`src/rtl/cpu_pkg.sv`:
```
// Shared CPU definitions: fetch FSM states, opcode field layout and
// instruction-length defaults used by the fetch stage.
package cpu_pkg;

    localparam int unsigned AW_DEF     = 8;
    localparam int unsigned OPC_HI_MSB = 7;
    localparam int unsigned OPC_HI_LSB = 4;

    localparam logic [15:0] IMM_OPC_MASK_DEF = 16'h1000;
    localparam logic [7:0]  OPC_NOP          = 8'h00;

    typedef enum logic [1:0] {
        ADDR_OP  = 2'd0,
        DATA_OP  = 2'd1,
        DATA_IMM = 2'd2
    } fetch_state_e;

    // An opcode is two bytes long when its high nibble is flagged in the mask.
    function automatic logic opc_is_two_byte(input logic [15:0] mask, input logic [7:0] opc);
        return mask[opc[OPC_HI_MSB:OPC_HI_LSB]];
    endfunction

endpackage

```
`src/rtl/fetch_stage_ifid_reg.sv`:
```
// IF/ID pipeline register: clear (valid only) > hold > load > bubble.
module ifid_reg
    import cpu_pkg::*;
#(
    parameter int unsigned AW = AW_DEF
) (
    input  logic          clk,
    input  logic          rst,
    input  logic          clear_i,
    input  logic          hold_i,
    input  logic          load_i,
    input  logic [AW-1:0] pc_i,
    input  logic [7:0]    opc_i,
    input  logic [7:0]    imm_i,
    input  logic          two_i,
    output logic          valid_o,
    output logic [AW-1:0] pc_o,
    output logic [7:0]    opc_o,
    output logic [7:0]    imm_o,
    output logic          two_o
);

    logic          valid_q, valid_d;
    logic [AW-1:0] pc_q, pc_d;
    logic [7:0]    opc_q, opc_d;
    logic [7:0]    imm_q, imm_d;
    logic          two_q, two_d;

    always_comb begin
        valid_d = valid_q;
        pc_d    = pc_q;
        opc_d   = opc_q;
        imm_d   = imm_q;
        two_d   = two_q;
        if (clear_i) begin
            valid_d = 1'b0;
        end else if (hold_i) begin
            valid_d = valid_q;
        end else if (load_i) begin
            valid_d = 1'b1;
            pc_d    = pc_i;
            opc_d   = opc_i;
            imm_d   = imm_i;
            two_d   = two_i;
        end else begin
            valid_d = 1'b0;
        end
    end

    always_ff @(posedge clk or posedge rst) begin
        if (rst) begin
            valid_q <= 1'b0;
            pc_q    <= '0;
            opc_q   <= OPC_NOP;
            imm_q   <= 8'h00;
            two_q   <= 1'b0;
        end else begin
            valid_q <= valid_d;
            pc_q    <= pc_d;
            opc_q   <= opc_d;
            imm_q   <= imm_d;
            two_q   <= two_d;
        end
    end

    assign valid_o = valid_q;
    assign pc_o    = pc_q;
    assign opc_o   = opc_q;
    assign imm_o   = imm_q;
    assign two_o   = two_q;

endmodule

```
`src/rtl/fetch_stage.sv`:
```
// Instruction fetch: walks a byte-wide synchronous memory, assembles 1/2-byte
// instructions into IF/ID and drives the PC register's en/imm controls.
module fetch_stage
    import cpu_pkg::*;
#(
    parameter logic [15:0] IMM_OPC_MASK = IMM_OPC_MASK_DEF,
    parameter int unsigned AW           = AW_DEF
) (
    input  logic          clk,
    input  logic          rst,
    input  logic [AW-1:0] pc_i,
    input  logic          stall_i,
    input  logic          flush_i,
    output logic [AW-1:0] imem_addr_o,
    input  logic [7:0]    imem_rdata_i,
    output logic          pc_en_o,
    output logic          pc_imm_o,
    output logic          ifid_valid_o,
    output logic [AW-1:0] ifid_pc_o,
    output logic [7:0]    ifid_opcode_o,
    output logic [7:0]    ifid_imm_o,
    output logic          ifid_two_byte_o
);

    fetch_state_e  state_q, state_d;
    logic [7:0]    opc_q, opc_d;
    logic [AW-1:0] imem_addr;
    logic          pc_en, pc_imm;
    logic          issue, iss_two;
    logic [7:0]    iss_opc, iss_imm;
    logic          two;

    assign two = opc_is_two_byte(IMM_OPC_MASK, imem_rdata_i);

    // Next state, memory address, PC controls and issue payload.
    always_comb begin
        state_d   = state_q;
        opc_d     = opc_q;
        imem_addr = pc_i;
        pc_en     = 1'b0;
        pc_imm    = 1'b0;
        issue     = 1'b0;
        iss_opc   = OPC_NOP;
        iss_imm   = 8'h00;
        iss_two   = 1'b0;
        case (state_q)
            ADDR_OP: begin
                state_d = DATA_OP;
            end
            DATA_OP: begin
                if (!stall_i) begin
                    imem_addr = pc_i + AW'(1);
                    if (two) begin
                        opc_d   = imem_rdata_i;
                        state_d = DATA_IMM;
                    end else begin
                        issue   = 1'b1;
                        pc_en   = 1'b1;
                        iss_opc = imem_rdata_i;
                    end
                end
            end
            DATA_IMM: begin
                imem_addr = pc_i + AW'(1);
                if (!stall_i) begin
                    imem_addr = pc_i + AW'(2);
                    issue     = 1'b1;
                    pc_en     = 1'b1;
                    pc_imm    = 1'b1;
                    iss_opc   = opc_q;
                    iss_imm   = imem_rdata_i;
                    iss_two   = 1'b1;
                    state_d   = DATA_OP;
                end
            end
            default: begin
                state_d = ADDR_OP;
            end
        endcase
        // A taken branch wins over everything: PC loads its target, fetch restarts.
        if (flush_i) begin
            pc_en   = 1'b1;
            pc_imm  = 1'b0;
            issue   = 1'b0;
            state_d = ADDR_OP;
        end
    end

    always_ff @(posedge clk or posedge rst) begin
        if (rst) begin
            state_q <= ADDR_OP;
            opc_q   <= OPC_NOP;
        end else begin
            state_q <= state_d;
            opc_q   <= opc_d;
        end
    end

    assign imem_addr_o = imem_addr;
    assign pc_en_o     = pc_en;
    assign pc_imm_o    = pc_imm;

    ifid_reg #(.AW(AW)) u_ifid (
        .clk     (clk),
        .rst     (rst),
        .clear_i (flush_i),
        .hold_i  (stall_i),
        .load_i  (issue),
        .pc_i    (pc_i),
        .opc_i   (iss_opc),
        .imm_i   (iss_imm),
        .two_i   (iss_two),
        .valid_o (ifid_valid_o),
        .pc_o    (ifid_pc_o),
        .opc_o   (ifid_opcode_o),
        .imm_o   (ifid_imm_o),
        .two_o   (ifid_two_byte_o)
    );

endmodule

```
`config.mk`:
```
export PLATFORM = sky130hd
export DESIGN_NAME = fetch_stage
export DESIGN_NICKNAME = d
export VERILOG_FILES = /design/src/rtl/cpu_pkg.sv /design/src/rtl/fetch_stage_ifid_reg.sv /design/src/rtl/fetch_stage.sv
export SDC_FILE = /design/constraint.sdc
export NUM_CORES = 1
export LEC_CHECK = 0
export CORE_MARGIN = 8
export CORE_UTILIZATION = 48
export DETAILED_ROUTE_END_ITERATION = 6
export PLACE_DENSITY = 0.8
export SETUP_SLACK_MARGIN = 0.3
export SYNTH_ARGS = -nofsm -noshare
export SYNTH_HDL_FRONTEND = slang
export SYNTH_SLANG_ARGS = --single-unit
```
`constraint.sdc`:
```
create_clock -name clk -period 2.5 [get_ports clk]
set_clock_uncertainty 0.1 [all_clocks]
set_input_delay 0.25 -clock clk [delete_from_list [all_inputs] [get_ports clk]]
set_output_delay 0.25 -clock clk [all_outputs]
set_load 0.05 [all_outputs]
```
==> key figures, run 1 <==
Timing
  • FMAX: 0.4260 GHz
  • Slew margin rel.: 65.75%
  • Setup TNS: 0 ns
  • Tmin final: 2.348 ns
  • Crit share post-route: 93.91%
  • Worst slew pin tran: approximately 0.51 ns
  • Final slew viol count: 0
  • Fin. Hold Viols: 0
  • RSZ-0062 raised after global routing: yes
  • # setup viols final: 0

Final layout
  • Final Cell Area: 3217 um^2
  • Nets@finish: 313
  • Antenna diode count: 0
  • Area grow syn2layout: 56.39%
  • Share of cells above drive strength 1: 34.03%

Logic synthesis
  • Post-Syn Instances: between 200 and 250
  • Top-count cell post-synth: dfrtp_1
  • Register area share after synthesis: between 40% and 50%
  • Synth top area cells: dfrtp_1 (44%), mux2_2 (7.1%), o21ai_0 (4.4%)
  • Post-synth ARST share: 100.0%
  • Share of the synthesized area in the top cell type: 43.80%
  • Yosys warns: 0
  • Post-synth top area cell: dfrtp_1
  • Synth Flop Type: dfrtp_1
  • Distinct cells, synth: 43
  • Syn_nets: around 240
  • Top post-synthesis cells by count: dfrtp_1 (36), nand2_1 (23), o21ai_0 (18)
  • EDFF count, synth: 0
  • Synthesized area: roughly 2100 um^2
  • Avg Inst Size Synth: 9.749 um^2
  • Seq cells post-synth: 36

Clocking
  • Worst skew pair latency: 0.29 ns
  • CTS H-tree lvls: 2
  • Clk buf depth: 2
  • Root Buffer: clkbuf_8
  • Worst-path clk slew: about 0.080 ns
  • CTS Buf Count: 5
  • Sink Count: 36
  • CTS tree: built

Setup path
  • Max FO, Critical Path: 4
  • Worst setup EP type: output port
  • Crit path buf inv count: 2
  • Worst Path Class, Setup: flip-flop to output port
  • WP data required: about 2.2 ns
  • WP data arrival: 2.00 ns
  • Crit path cell chain: buf_4, ha_4, nor2b_4, o21ai_0, o41a_1, o21ai_2, buf_12
  • Max stage delay on crit path: 0.41 ns
  • Slowest library cell on the worst path: dfrtp_1
  • Startpoint Class: flip-flop
  • Critical path's top delay family: compound AO/OA/AOI/OAI gates

Floorplan
  • Row count: 24
  • Die area: 6636 um^2
  • Core box area: around 4200 um^2
  • Starting Density: between 40% and 50%
  • Chip height: 81.46 um
  • IO Pins: 56
  • Die width: 81.46 um

Place
  • I/O Buffers: 55
  • GPL Wtd Cong: between 0.8 and 0.9
  • Hpwl dp: 4.067 mm
  • Placed Area: roughly 2800 um^2

Global routing
  • Vias in the first global route: a little over 2000
  • Total grt overflow: 0
  • GRT Overall Usage: 18.99%
  • Largest net degree at the start of global routing: 37
  • Initial antenna violation count: 0
  • First-pass GRT wire length: 10.02 mm

Routing
  • Post-DRT Antenna Nets: 0
  • DR vias: 1970
  • Initial DRC Count: 133
  • Drt pass-1 iters: 4
  • Post-DR wirelength/cell: 17.70 um
  • Overall routed net length: 6.018 mm
  • Vias/cell: 5.794
  • DRC: 0

Pwr
  • Pwr/cell area: ~800 nW/um^2
  • Worst vdd ir: 0.0004380 V
  • Leakage: 1.413 nW

Worst hold path
  • Worst hold path class: primary input to asynchronous set/reset pin

Outcome
  • Outcome: completed

Flow run
  • Max_cap viols: 0
==> per-layer routing <==
| metal | vias up | wire, um | global-route usage (%) |
|---|---|---|---|
| met2 | 51 | 2923 | 29.99 |
| met4 | 0 | 54 | 6.607 |
| met5 | - | 0 | 0 |
| met1 | 981 | 2687 | 25.00 |
| met3 | 7 | 353 | 4.376 |
| li1 | 931 | - | - |
==> where the power goes <==
part           internal, W  switching [W]
Combinational     0.000571       0.000800
Sequential        0.000711      0.0000669
Clock             0.000194       0.000215
==> final cells by class <==
class / instances / area [um^2]
clock inverters: 3 / 18.77
clock buffers: 5 / 68.82
well taps: 52 / 65.06
fillers: 278 / 1017
repair buffers: 86 / 880.8
flip-flops and latches: 36 / 900.9
inverters: 7 / 28.78
multi-input cells: 151 / 1254
==> final timing paths <==
path | from | end | slack, ns | cells after the start
hold / removal | rst | u_ifid.imm_o[2]$_DFFE_PP0P_ | 0.25 | 3
setup / recovery | state_q[1]$_DFFE_PP0P_ | imem_addr_o[7] | 0.15 | 7
hold reg to reg | u_ifid.two_o$_DFFE_PP0P_ | u_ifid.two_o$_DFFE_PP0P_ | 0.38 | 1
setup reg to reg | state_q[0]$_DFFE_PP0P_ | state_q[0]$_DFFE_PP0P_ | 0.37 | 8
min in group clk | u_ifid.two_o$_DFFE_PP0P_ | u_ifid.two_o$_DFFE_PP0P_ | 0.38 | 1
max in group asynchronous | rst | u_ifid.imm_o[5]$_DFFE_PP0P_ | 1.73 | 3
==> placed cells by master (no fill, tap or decap), types with 3 or more instances in the layout <==
| master | count |
|---|---|
| dlygate4sd2_1 | 7 |
| a22oi_1 | 7 |
| dfrtp_1 | 36 |
| a21oi_2 | 4 |
| o21ai_2 | 3 |
| a21o_1 | 3 |
| buf_12 | 7 |
| nand2_1 | 22 |
| nand4_1 | 3 |
| inv_1 | 4 |
| mux2_2 | 12 |
| buf_4 | 26 |
| buf_6 | 7 |
| nand2b_1 | 4 |
| and2_1 | 3 |
| clkdlybuf4s50_1 | 38 |
| nor2_1 | 10 |
| nand3_1 | 4 |
| nor2b_4 | 3 |
| a22o_1 | 7 |
| ha_4 | 5 |
| o211ai_1 | 3 |
| o21ai_1 | 6 |
| clkbuf_8 | 5 |
| o21ai_0 | 13 |
==> registers in the layout, summed over array words and instances (netlist names) <==
register / flops
u_ifid.pc_o: 8
opc_q: 8
u_ifid.imm_o: 8
u_ifid.opc_o: 8
u_ifid.two_o: 1
state_q: 2
u_ifid.valid_o: 1
==> kinds of logic after synthesis <==
| family | share of synthesized area (%) |
|---|---|
| fa+ha+maj | 3.650 |
| mux | 7.117 |
| simple gates | 18.68 |
| flops | 43.80 |
| buf+inv | 5.171 |
| compound gates | 21.59 |
==> timing repair <==
action	in CTS	in global routing
resized for setup	32	25
buffers inserted	10	4
hold buffers	0	0
setup endpoints to repair	26	25
pin swaps	15	7
==> metrics by stage <==
step | power, W | setup WS, ns | instances | util [%] | hold slack, ns
2_1_floorplan | 0.001556 | 0.1843 | 211 | - | 0.2131
3_3_place_gp | 0.001985 | 0.09780 | 318 | 66.70 | 0.3530
3_5_place_dp | 0.002001 | 0.03868 | 318 | 66.70 | 0.3616
4_1_cts | 0.002482 | 0.1999 | 336 | 72.96 | 0.2747
5_1_grt | 0.002674 | 0.09208 | 340 | 75.98 | 0.3085
6_report | 0.002558 | 0.1523 | 340 | 75.98 | 0.2488
==> worst register-to-register path, stage by stage (launching register included) <==
cell     delay, ns
dfrtp_1       0.40
buf_4         0.16
ha_4          0.18
buf_6         0.13
buf_4         0.13
buf_4         0.15
and2_4        0.15
or4_4         0.51
a21oi_2       0.14
Note: power is estimated with default switching activity, not from simulation.
==> run 2, diff against run 1 <==
- SLEW_MARGIN: not set -> 20
==> results of run 2 <==
The final DEF is identical to that of run 1; final timing and power are the same.
==> run 3, diff against run 2 <==
==> constraint.sdc (replaced) <==
create_clock -name clk -period 2.5 [get_ports clk]
set_clock_uncertainty 0.1 [all_clocks]
set_input_delay 0.75 -clock clk [delete_from_list [all_inputs] [get_ports clk]]
set_output_delay 0.75 -clock clk [all_outputs]
set_load 0.05 [all_outputs]
==> run 3 against run 2 <==
  * The flow now finishes with violations (negative setup slack)
  * Register-to-register slack barely moved
  * Sequential power rose by 0.6%
  * Clock-buffer cell count did not move
  * Highest routed layer unchanged
  * Sequential share of layout area fell by 2.5 points
  * Sequential cell count did not move
  * Routed wire length rose by 15%
  * Non-clock buffer count rose by 31
  * Total power rose by 3.4%
  * First-iteration DRC count fell by 20%
==> key figures, run 3 (synthesis results as in run 1) <==
Setup path
  • R2R Path End: u_ifid.pc_o[1]$_DFFE_PP0P_
  • WP data arrival: 2.06 ns (+0.06 ns)
  • Most common cell on crit path: buf_6
  • Worst setup EP type: output port
  • FF-to-FF setup slack: 0.38 ns (about the same)
  • Max FO, Critical Path: 4 (unchanged)
  • R2r worst-path depth: 8 (unchanged)
  • Startpoint Class: flip-flop
  • Crit path cell chain: inv_2, buf_6, ha_4, nor2b_4, buf_6, o211ai_1, o2111ai_1, or3_4, buf_12
  • Crit path buf inv count: 4 (+2)
  • Slowest library cell on the worst path: or3_4
  • Max stage delay on crit path: 0.39 ns (-0.02 ns)
  • Critical path's top delay family: simple AND/OR/NAND/NOR gates
  • Worst Path Class, Setup: flip-flop to output port
  • WP data required: 1.65 ns (-0.50 ns)
  • Reg-to-Reg Start: state_q[0]$_DFFE_PP0P_

Global routing
  • GRT Overall Usage: 20.64% (+1.7 points)
  • Total grt overflow: 0 (unchanged)
  • Vias in the first global route: 2281 (+10%)
  • First-pass GRT wire length: 10.72 mm (+7.0%)
  • Initial antenna violation count: 0 (unchanged)
  • Largest net degree at the start of global routing: 37 (unchanged)

Timing
  • Worst slew pin tran: 0.5235 ns (+0.01138 ns)
  • Final slew viol count: 0 (unchanged)
  • Tmin final: 2.906 ns (+0.5579 ns)
  • Min Hold Slack: 0.3823 ns (+0.1335 ns)
  • # setup viols final: 9 (+9)
  • RSZ-0062 raised after global routing: yes
  • Post-route setup slack: -0.4056 ns (-0.5579 ns)
  • Crit share post-route: 116.2% (+22 points)
  • Fin. Hold Viols: 0 (unchanged)
  • FMAX: 0.3442 GHz (-19%)
  • Slew margin rel.: 65.24% (-0.51 points)

Clocking
  • Clk buf depth: 2 (unchanged)
  • Worst skew pair latency: 0.29 ns (about the same)
  • Sink Count: 36 (unchanged)
  • CTS Buf Count: 5 (unchanged)
  • CTS H-tree lvls: 2 (unchanged)
  • Root Buffer: clkbuf_8
  • Hold Buf Count CTS: 0 (unchanged)
  • CTS tree: built
  • Worst-path clk slew: 0.07 ns (about the same)

Floorplan
  • Die area: 6636 um^2 (unchanged)
  • Core box area: 4234 um^2 (unchanged)
  • Row count: 24 (unchanged)
  • Starting Density: 48.58% (unchanged)
  • IO Pins: 56 (unchanged)
  • Chip height: 81.46 um (unchanged)
  • Die width: 81.46 um (unchanged)

Worst hold path
  • Hold wc startpoint: u_ifid.opc_o[0]$_DFFE_PP0P_
  • Worst hold path class: flip-flop to flip-flop
  • Hold Path Depth: 2
  • Hold Path End: u_ifid.opc_o[0]$_DFFE_PP0P_

Pwr
  • Worst vdd ir: 0.0005165 V (+18%)
  • Leakage: 1.702 nW (+20%)
  • Pwr/cell area: 747.8 nW/um^2 (-6.0%)

Place
  • GPL Wtd Cong: 0.8791 (+1.5%)
  • Placement Setup Slack: -0.8893 ns (-0.9280 ns)
  • I/O Buffers: 55 (unchanged)
  • Hpwl dp: 4.602 mm (+13%)

Final layout
  • Commonest non-fill, non-tap cell in the layout: buf_4
  • Nets@finish: 345 (+10%)
  • Most frequent cells in the layout: buf_4 (50), dfrtp_1 (36), dlygate4sd2_1 (32)
  • Share of cells above drive strength 1: 44.69% (+11 points)
  • Final core occ: 83.57% (+7.6 points)
  • Area grow syn2layout: 72.02%
  • Antenna diode count: 0 (unchanged)

Routing
  • DR vias: 2138 (+8.5%)
  • Post-DRT Antenna Nets: 0 (unchanged)
  • Overall routed net length: 6.947 mm (+15%)
  • Vias/cell: 5.747 (-0.81%)
  • Initial DRC Count: 106 (-20%)
  • Drt pass-1 iters: 4 (unchanged)
  • DRC: 0 (unchanged)
  • Post-DR wirelength/cell: 18.67 um (+5.5%)

Outcome
  • Outcome: complete, but fails checks
  • Failing checks: negative setup slack

Flow run
  • Max_cap viols: 0 (unchanged)
run 3: cell types whose count changed in the layout (fill, tap and decap cells not counted), sizes merged:
| cell | before | now |
|---|---|---|
| clkinvlp | 0 | 1 |
| clkbuf | 6 | 11 |
| dlygate4sd2 | 7 | 32 |
| clkinv | 3 | 1 |
| a31oi | 1 | 2 |
| buf | 40 | 74 |
| bufinv | 0 | 1 |
| clkdlybuf4s50 | 38 | 5 |
run 3: metal layers:
metal | wire length (um) | share of wire [%] | up-vias | GRT usage, %
li1 | - | - | 991 | -
met1 | 2797 | 40 | 1046 | 23.89
met2 | 3566 | 51 | 82 | 35.64
met3 | 420 | 6.0 | 19 | 4.158
met4 | 162 | 2.3 | 0 | 10.00
met5 | 0 | 0 | - | 0
run 3: worst max-delay path by stage:
stage	to	cells past startpoint	start
after CTS	imem_addr_o[6]	9	state_q[0]$_DFFE_PP0P_
after floorplan	imem_addr_o[4]	5	pc_i[3]
after global placement	imem_addr_o[5]	7	pc_i[1]
after global routing	imem_addr_o[4]	8	pc_i[1]
after detailed placement	imem_addr_o[5]	7	pc_i[1]
final	imem_addr_o[6]	9	state_q[0]$_DFFE_PP0P_
run 3: timing repair:
action	4_1_cts	5_1_grt
pin swaps	19	11
gates resized for setup	109	18
cloned	0	3
setup buffers	3	3
setup endpoints to repair	69	29
run 3: stage by stage:
step	power [W]	TNS (ns)	cell area (um^2)	instances
6_report	0.002646	-2.551	3538	372
3_3_place_gp	0.002078	-13.36	3151	355
2_1_floorplan	0.001572	-1.596	2186	211
4_1_cts	0.002626	-2.762	3411	366
5_1_grt	0.002765	-3.062	3538	372
3_5_place_dp	0.002102	-14.78	3151	355
run 3: cell type report:
type / count / area (um^2)
Clock buffer: 5 / 68.82
Clock inverter: 3 / 42.54
Fill cell: 233 / 695.7
Inverter: 7 / 26.28
Multi-Input combinational cell: 152 / 1290
Sequential cell: 36 / 900.9
Tap cell: 52 / 65.06
Timing Repair Buffer: 117 / 1145
run 3: worst register-to-register path, cell delays in order (launching register included):
cell	delay, ns
dfrtp_1	0.38
inv_2	0.07
buf_6	0.12
ha_4	0.18
clkbuf_16	0.16
nor4bb_2	0.16
buf_4	0.17
a31oi_2	0.29
mux2_2	0.38
run 3: power breakdown:
part	switching (W)	leakage (nW)	internal (W)	total, W
combinational	0.000824	1.16	0.000530	0.00135
clock	0.000213	0.0541	0.000295	0.000508
sequential	0.0000717	0.484	0.000711	0.000783
